## config.mk

```make
export PLATFORM = sky130hd
export DESIGN_NAME = validator_path_flat
export DESIGN_NICKNAME = d
export VERILOG_FILES = /design/src/rtl/chess_pkg.sv /design/src/rtl/validator_path_if.sv /design/src/rtl/validator_path_step.sv /design/src/rtl/validator_path.sv /design/src/flat_wrapper.sv
export SDC_FILE = /design/constraint.sdc
export NUM_CORES = 1
export LEC_CHECK = 0
export BUFFER_PORTS_ARGS = -buffer_cell sky130_fd_sc_hd__buf_2
export CORE_ASPECT_RATIO = 2
export CORE_MARGIN = 5
export CORE_UTILIZATION = 40
export DETAILED_ROUTE_END_ITERATION = 12
export MAX_ROUTING_LAYER = met4
export SKIP_CTS_REPAIR_TIMING = 1
export SLEW_MARGIN = 20
export SYNTH_ARGS = -nofsm -noshare
export SYNTH_HDL_FRONTEND = slang
export SYNTH_SLANG_ARGS = --single-unit
```

## constraint.sdc

```tcl
create_clock -name clk -period 8.8 [get_ports clk]
set_input_delay 1.32 -clock clk [delete_from_list [all_inputs] [get_ports clk]]
set_output_delay 1.32 -clock clk [all_outputs]
set_load 0.02 [all_outputs]
```

## src/rtl/chess_pkg.sv

```systemverilog
// chess_pkg: piece codes, coordinate type and path-validator FSM states.
package chess_pkg;
    typedef logic [2:0] coord_t;
    typedef logic [3:0] piece_t;
    localparam piece_t EMPTY = 4'd0;
    localparam int COLOUR_BIT = 3;
    typedef enum logic [2:0] {IDLE, SRC, SCAN, DST, DONE} state_t;
    function automatic coord_t abs_diff(coord_t a, coord_t b);
        return a >= b ? a - b : b - a;
    endfunction
endpackage

```

## src/rtl/validator_path_if.sv

```systemverilog
// validator_path_if: request, board-memory read and verdict signals of the path validator.
interface validator_path_if;
    import chess_pkg::*;
    logic start_validation;
    coord_t piece_x, piece_y, move_x, move_y;
    logic geometry_ok;
    piece_t piece_read;
    coord_t validate_x, validate_y;
    logic busy, path_complete, path_valid;
    modport master (
        output start_validation, piece_x, piece_y, move_x, move_y, geometry_ok, piece_read,
        input validate_x, validate_y, busy, path_complete, path_valid
    );
    modport slave (
        input start_validation, piece_x, piece_y, move_x, move_y, geometry_ok, piece_read,
        output validate_x, validate_y, busy, path_complete, path_valid
    );
endinterface

```

## src/rtl/validator_path_step.sv

```systemverilog
// validator_path_step: per-axis step sign, next square along the path, last-intermediate flag.
module validator_path_step import chess_pkg::*; (
    input  coord_t src_x,
    input  coord_t src_y,
    input  coord_t dst_x,
    input  coord_t dst_y,
    input  coord_t cur_x,
    input  coord_t cur_y,
    output coord_t next_x,
    output coord_t next_y,
    output logic   at_last
);
    logic signed [1:0] step_x, step_y;
    always_comb begin
        step_x = dst_x > src_x ? 2'sd1 : dst_x < src_x ? -2'sd1 : 2'sd0;
        step_y = dst_y > src_y ? 2'sd1 : dst_y < src_y ? -2'sd1 : 2'sd0;
        next_x = step_x == 2'sd1 ? cur_x + 3'd1 : step_x == -2'sd1 ? cur_x - 3'd1 : cur_x;
        next_y = step_y == 2'sd1 ? cur_y + 3'd1 : step_y == -2'sd1 ? cur_y - 3'd1 : cur_y;
        at_last = next_x == dst_x && next_y == dst_y;
    end
endmodule

```

## src/rtl/validator_path.sv

```systemverilog
// validator_path: walks source, intermediate and destination squares through board memory.
// Define PATH_CAPTURE_EN to accept an opposite-colour piece on the destination.
module validator_path import chess_pkg::*; #(
    parameter int MEM_LATENCY = 1
) (
    input logic clk,
    input logic reset,
    validator_path_if.slave bus
);
    localparam logic [1:0] LAST = 2'(MEM_LATENCY);
    state_t state;
    coord_t src_x, src_y, dst_x, dst_y, next_x, next_y, adx, ady;
    logic [1:0] cnt;
    logic at_last, sample, occupied, reject, blocked;
`ifdef PATH_CAPTURE_EN
    logic colour;
`endif
    assign adx = abs_diff(bus.move_x, bus.piece_x);
    assign ady = abs_diff(bus.move_y, bus.piece_y);
    assign reject = !bus.geometry_ok || (adx == 3'd0 && ady == 3'd0)
                  || !(adx == 3'd0 || ady == 3'd0 || adx == ady);
    assign sample = cnt == LAST;
    assign occupied = bus.piece_read != EMPTY;
    // the source must be occupied, intermediates must be empty
    assign blocked = state == SRC ? !occupied : occupied;

    validator_path_step u_step (
        .src_x(src_x), .src_y(src_y), .dst_x(dst_x), .dst_y(dst_y),
        .cur_x(bus.validate_x), .cur_y(bus.validate_y),
        .next_x(next_x), .next_y(next_y), .at_last(at_last)
    );

    always_ff @(posedge clk) begin
        if (reset) begin
            state <= IDLE;
            cnt <= 2'd0;
            bus.validate_x <= 3'd0;
            bus.validate_y <= 3'd0;
            bus.busy <= 1'b0;
            bus.path_complete <= 1'b0;
            bus.path_valid <= 1'b0;
        end else begin
            case (state)
                IDLE: if (bus.start_validation) begin
                    src_x <= bus.piece_x;
                    src_y <= bus.piece_y;
                    dst_x <= bus.move_x;
                    dst_y <= bus.move_y;
                    cnt <= 2'd0;
                    bus.busy <= 1'b1;
                    bus.path_valid <= 1'b0;
                    bus.path_complete <= reject;
                    state <= reject ? DONE : SRC;
                    if (!reject) begin
                        bus.validate_x <= bus.piece_x;
                        bus.validate_y <= bus.piece_y;
                    end
                end
                SRC, SCAN: begin
                    cnt <= sample ? 2'd0 : cnt + 2'd1;
                    if (sample) begin
                        state <= blocked ? DONE : at_last ? DST : SCAN;
                        bus.path_complete <= blocked;
                        bus.validate_x <= next_x;
                        bus.validate_y <= next_y;
`ifdef PATH_CAPTURE_EN
                        if (state == SRC) colour <= bus.piece_read[COLOUR_BIT];
`endif
                    end
                end
                DST: begin
                    cnt <= sample ? 2'd0 : cnt + 2'd1;
                    if (sample) begin
                        state <= DONE;
                        bus.path_complete <= 1'b1;
`ifdef PATH_CAPTURE_EN
                        bus.path_valid <= !occupied || bus.piece_read[COLOUR_BIT] != colour;
`else
                        bus.path_valid <= !occupied;
`endif
                    end
                end
                DONE: begin
                    state <= IDLE;
                    bus.busy <= 1'b0;
                    bus.path_complete <= 1'b0;
                end
                default: state <= IDLE;
            endcase
        end
    end
endmodule
```

## src/flat_wrapper.sv

```systemverilog
// flat-port wrapper written by rule: the top's interface ports become plain ports
module validator_path_flat import chess_pkg::*;
#(
    parameter int MEM_LATENCY = 1
)
  (clk, reset, bus_start_validation, bus_piece_x, bus_piece_y, bus_move_x, bus_move_y, bus_geometry_ok, bus_piece_read, bus_validate_x, bus_validate_y, bus_busy, bus_path_complete, bus_path_valid);
  validator_path_if bus_i ();
  input logic clk;
  input logic reset;
  input wire logic [$bits(bus_i.start_validation)-1:0] bus_start_validation;
  input wire logic [$bits(bus_i.piece_x)-1:0] bus_piece_x;
  input wire logic [$bits(bus_i.piece_y)-1:0] bus_piece_y;
  input wire logic [$bits(bus_i.move_x)-1:0] bus_move_x;
  input wire logic [$bits(bus_i.move_y)-1:0] bus_move_y;
  input wire logic [$bits(bus_i.geometry_ok)-1:0] bus_geometry_ok;
  input wire logic [$bits(bus_i.piece_read)-1:0] bus_piece_read;
  output wire logic [$bits(bus_i.validate_x)-1:0] bus_validate_x;
  output wire logic [$bits(bus_i.validate_y)-1:0] bus_validate_y;
  output wire logic [$bits(bus_i.busy)-1:0] bus_busy;
  output wire logic [$bits(bus_i.path_complete)-1:0] bus_path_complete;
  output wire logic [$bits(bus_i.path_valid)-1:0] bus_path_valid;
  assign bus_i.start_validation = bus_start_validation;
  assign bus_i.piece_x = bus_piece_x;
  assign bus_i.piece_y = bus_piece_y;
  assign bus_i.move_x = bus_move_x;
  assign bus_i.move_y = bus_move_y;
  assign bus_i.geometry_ok = bus_geometry_ok;
  assign bus_i.piece_read = bus_piece_read;
  assign bus_validate_x = bus_i.validate_x;
  assign bus_validate_y = bus_i.validate_y;
  assign bus_busy = bus_i.busy;
  assign bus_path_complete = bus_i.path_complete;
  assign bus_path_valid = bus_i.path_valid;
  validator_path #(.MEM_LATENCY(MEM_LATENCY)) u_core (.clk(clk), .reset(reset), .bus(bus_i));
endmodule
```

==> impl_metrics.py <==
metrics = {
    "run_status": {
        "status": "finished clean",
    },
    "layout": {
        "post-route-util": 0.447,
        "area_delta_synth_final_pct": 10.7,
        "num-fill-cells": 558,
        "post_route_cells_drive_above_1_share": 0.173,
        "antenna_cells": 0,
        "final_stage_net_count": 316,
    },
    "logic_synthesis": {
        "synth-main-ff-cell": "sky130_fd_sc_hd__dfxtp_1",
        "synth-async-reset-ratio": 0,
        "post_synth_main_area_contributors": "sky130_fd_sc_hd__edfxtp_1 (17%), sky130_fd_sc_hd__dfxtp_1 (13%), sky130_fd_sc_hd__ha_1 (12%), sky130_fd_sc_hd__inv_1 (4.5%), sky130_fd_sc_hd__a21oi_1 (3.9%)",
        "synth_seq_area_share": 0.295,
        "syn_nets": 291,
        "synth.yosys.warnings": 0,
        "synth.avg_cell_area_sq_um": 8.79,
        "synth_edf_count": 12,
        "synth-seq-cells": 26,
        "synth_top_cell_area_share": 0.166,
        "netlist_instances": 247,
        "synth.cell_area_sq_mm": 0.00217,
        "synth.largest_area_cell": "sky130_fd_sc_hd__edfxtp_1",
        "netlist-cell-type-count": 48,
    },
    "global_route": {
        "pin_count_of_the_biggest_net_entering_global_routing": 18,
        "antenna_found_initial": 0,
        "track_usage": 0.146,
        "grt_overflow": 0,
        "vias_in_the_first_global_route": 1827,
        "first_pass_grt_wire_length_mm": 7.74,
    },
    "cts": {
        "cts_tree": "done",
        "insertion_delay_ns": 0.26,
        "cts-root-buf": "sky130_fd_sc_hd__clkbuf_8",
        "path_clk_slew_ns": 0.09,
        "htree_num_levels": 1,
        "max-clock-path-buffers": 2,
        "tritoncts.num_buffers": 3,
        "clock_sink_count": 26,
    },
    "die": {
        "design.portCount": 29,
        "floorplan.initialDensity": 0.404,
        "dieWidth_um": 62.1,
        "die_area_sq_mm": 0.00709,
        "fp.coreArea_sq_mm": 0.00537,
        "chipHeight_um": 114,
        "fp-row-count": 38,
    },
    "route": {
        "drt_wl_total_mm": 4.77,
        "drc_errors": 0,
        "detailedRoute.firstPassIterationCount": 4,
        "final_antenna_net_count": 0,
        "dr.first_iter.drc_count": 72,
        "route.vias.total": 1844,
        "post_drt_wl_per_cell_um": 14.4,
        "drt-vias-per-instance": 5.57,
    },
    "setup_path": {
        "crit_path_start": "bus_move_y[0]",
        "worstReg2RegStart": "u_core.state[1]",
        "crit_path_end": "u_core.bus.validate_x[0]",
        "worstSetupStartpointType": "input port",
        "worst_ep_arrival_time_ns": 4.03,
        "rrSetupSlack_ns": 6.47,
        "worst-endpoint-required_ns": 8.98,
        "max_fanout_on_critical_path": 8,
        "regToRegEndpoint": "u_core.bus.validate_y[1]",
        "endpoint_kind": "register",
        "ff2ff_path_depth": 5,
        "crit_type": "input port to register",
    },
    "timing": {
        "final_critical_path_setup_slack_ns": 4.95,
        "slew_headroom": 0.249,
        "final_number_of_max_transition_violations": 0,
        "fin_tns_setup_ns": 0,
        "finalCriticalPeriod_ns": 3.85,
        "finClkSkew_ns": 0.00286,
        "unrepaired_setup_endpoints_after_global_routing": "false",
        "worstMarginPinSlew_ns": 1.12,
        "setup_viol": 0,
        "endpoints_failing_hold": 0,
        "fin_crit_sh": 0.438,
        "maxClockFrequency_mhz": 259,
    },
    "placed_design": {
        "place.port_buffers": 28,
        "pre_cts_worst_setup_slack_ns": 4.68,
        "place_congestion": 0.835,
        "hpwl_mm": 3.96,
    },
    "run": {
        "timing.max_cap.violations": 0,
    },
    "pwr": {
        "static-leakage-power_nw": 1.06,
        "vdd.ir_drop.worst_mv": 0.0904,
        "pwr_density_cell_mw_per_mm2": 143,
    },
    "hold_path": {
        "min_path_type": "register to register",
    },
}
## layout by cell type, fill, tap and decap left out, types with 3 or more instances in the layout
cell / netlist / final
sky130_fd_sc_hd__xor2_1: 3 / 3
sky130_fd_sc_hd__nand2b_1: 4 / 4
sky130_fd_sc_hd__and3_1: 3 / 3
sky130_fd_sc_hd__mux2_2: 5 / 5
sky130_fd_sc_hd__a21oi_1: 17 / 17
sky130_fd_sc_hd__a22oi_1: 4 / 4
sky130_fd_sc_hd__clkbuf_8: 0 / 4
sky130_fd_sc_hd__nor3b_1: 4 / 4
sky130_fd_sc_hd__buf_2: 0 / 28
sky130_fd_sc_hd__xnor2_1: 6 / 6
sky130_fd_sc_hd__edfxtp_1: 12 / 12
sky130_fd_sc_hd__a211oi_1: 5 / 5
sky130_fd_sc_hd__dfxtp_1: 14 / 14
sky130_fd_sc_hd__nor3_1: 4 / 4
sky130_fd_sc_hd__inv_1: 26 / 26
sky130_fd_sc_hd__nor2_1: 22 / 22
sky130_fd_sc_hd__ha_1: 20 / 20
sky130_fd_sc_hd__o32ai_1: 3 / 3
sky130_fd_sc_hd__nand3_1: 7 / 7
sky130_fd_sc_hd__o21ai_0: 11 / 11
sky130_fd_sc_hd__a31oi_1: 3 / 3
sky130_fd_sc_hd__or3_1: 3 / 3
sky130_fd_sc_hd__mux2i_1: 4 / 4
sky130_fd_sc_hd__nor2b_1: 11 / 11
sky130_fd_sc_hd__nand2_1: 16 / 16
sky130_fd_sc_hd__fa_1: 4 / 4
## metal layers
| layer | global-route usage | vias up | wire (um) |
|---|---|---|---|
| met3 | 0.0147 | 6 | 125 |
| met5 | - | - | 0 |
| met4 | 0.0567 | 0 | 135 |
| met2 | 0.275 | 33 | 2700 |
| li1 | - | 924 | - |
| met1 | 0.142 | 881 | 1820 |
## per-stage QoR
stage / total power (W) / instances / cell area [sq um] / hold slack (ns)
2_1_floorplan: 0.000241 / 247 / 2170 / 0.457
3_3_place_gp: 0.000269 / 327 / 2350 / 0.472
3_5_place_dp: 0.000272 / 327 / 2350 / 0.470
4_1_cts: 0.000348 / 331 / 2400 / 0.483
5_1_grt: 0.000366 / 331 / 2400 / 0.511
6_report: 0.000344 / 331 / 2400 / 0.480
## how the worst min path moves through the flow
stage | from | to | slack [ns] | depth (start not counted)
6_report | u_core.cnt[1] | u_core.cnt[1] | 0.48 | 1
5_1_grt | u_core.cnt[1] | u_core.cnt[1] | 0.51 | 1
4_1_cts | u_core.cnt[1] | u_core.cnt[1] | 0.48 | 1
3_5_place_dp | u_core.cnt[1] | u_core.cnt[1] | 0.47 | 1
3_3_place_gp | u_core.cnt[1] | u_core.cnt[1] | 0.47 | 1
2_1_floorplan | u_core.cnt[1] | u_core.cnt[1] | 0.46 | 1
## cell type report
type                            instances  area, sq um  area share
Timing Repair Buffer                   28          140      0.0583
Inverter                               26         97.6      0.0406
Tap cell                               60         75.1      0.0312
Multi-Input combinational cell        187         1400       0.580
Sequential cell                        26          641       0.267
Clock buffer                            4         55.1      0.0229
## cell usage after synthesis, types with 2 or more instances
cell type                  number
sky130_fd_sc_hd__a211oi_2       2
sky130_fd_sc_hd__mux2i_1        4
sky130_fd_sc_hd__a221oi_1       2
sky130_fd_sc_hd__nor3b_1        4
sky130_fd_sc_hd__nand3_1        7
sky130_fd_sc_hd__nand2b_1       4
sky130_fd_sc_hd__ha_1          20
sky130_fd_sc_hd__and3_1         3
sky130_fd_sc_hd__inv_1         26
sky130_fd_sc_hd__edfxtp_1      12
sky130_fd_sc_hd__a31oi_1        3
sky130_fd_sc_hd__o32ai_1        3
sky130_fd_sc_hd__nor2_1        22
sky130_fd_sc_hd__nor3_1         4
sky130_fd_sc_hd__or3_1          3
sky130_fd_sc_hd__mux2_2         5
sky130_fd_sc_hd__o21ai_0       11
sky130_fd_sc_hd__a21oi_1       17
sky130_fd_sc_hd__fa_1           4
sky130_fd_sc_hd__dfxtp_1       14
sky130_fd_sc_hd__clkbuf_1       7
sky130_fd_sc_hd__a22oi_1        4
sky130_fd_sc_hd__xor2_1         3
sky130_fd_sc_hd__nand2b_4       2
sky130_fd_sc_hd__nor2b_1       11
sky130_fd_sc_hd__a21o_1         2
sky130_fd_sc_hd__a311oi_1       2
sky130_fd_sc_hd__a211oi_1       5
sky130_fd_sc_hd__xnor2_1        6
sky130_fd_sc_hd__o31ai_1        2
sky130_fd_sc_hd__nand2_1       16
## flip-flops by register name, summed over array words and instances (netlist names)
signal / count
u_core.bus.path_complete: 1
u_core.dst_x: 3
u_core.bus.busy: 1
u_core.state: 3
u_core.bus.validate_y: 3
u_core.src_y: 3
u_core.bus.validate_x: 3
u_core.cnt: 2
u_core.src_x: 3
u_core.dst_y: 3
u_core.bus.path_valid: 1
## cell families after synthesis
| group | Yosys count | share of synthesized area |
|---|---|---|
| muxes | 10 | 0.0507 |
| adders and majority gates | 24 | 0.152 |
| AOI/OAI and AO/OA | 63 | 0.209 |
| xor gates and xnor gates | 9 | 0.0363 |
| DFF | 26 | 0.295 |
| buffers and inverters | 34 | 0.0622 |
| and+or+nand+nor | 81 | 0.195 |
## where the power goes
| group | switching [W] | internal, W | total, W |
|---|---|---|---|
| Sequential | 0.00000906 | 0.000136 | 0.000145 |
| Combinational | 0.0000713 | 0.0000524 | 0.000124 |
| Clock | 0.0000358 | 0.0000399 | 0.0000758 |
| Total | 0.000116 | 0.000228 | 0.000344 |
## critical path: stages
cell and delay, ns:
sky130_fd_sc_hd__buf_2 0.10, sky130_fd_sc_hd__inv_1 0.04, sky130_fd_sc_hd__ha_1 0.35, sky130_fd_sc_hd__nand2b_4 0.18, sky130_fd_sc_hd__a31oi_1 0.21, sky130_fd_sc_hd__mux2i_1 0.47, sky130_fd_sc_hd__a21boi_0 0.26, sky130_fd_sc_hd__o211a_1 0.18
sky130_fd_sc_hd__a311oi_1 0.07, sky130_fd_sc_hd__a211o_4 0.40, sky130_fd_sc_hd__and2_4 0.20, sky130_fd_sc_hd__o32ai_1 0.25
Power figures use the tool's default switching activity.
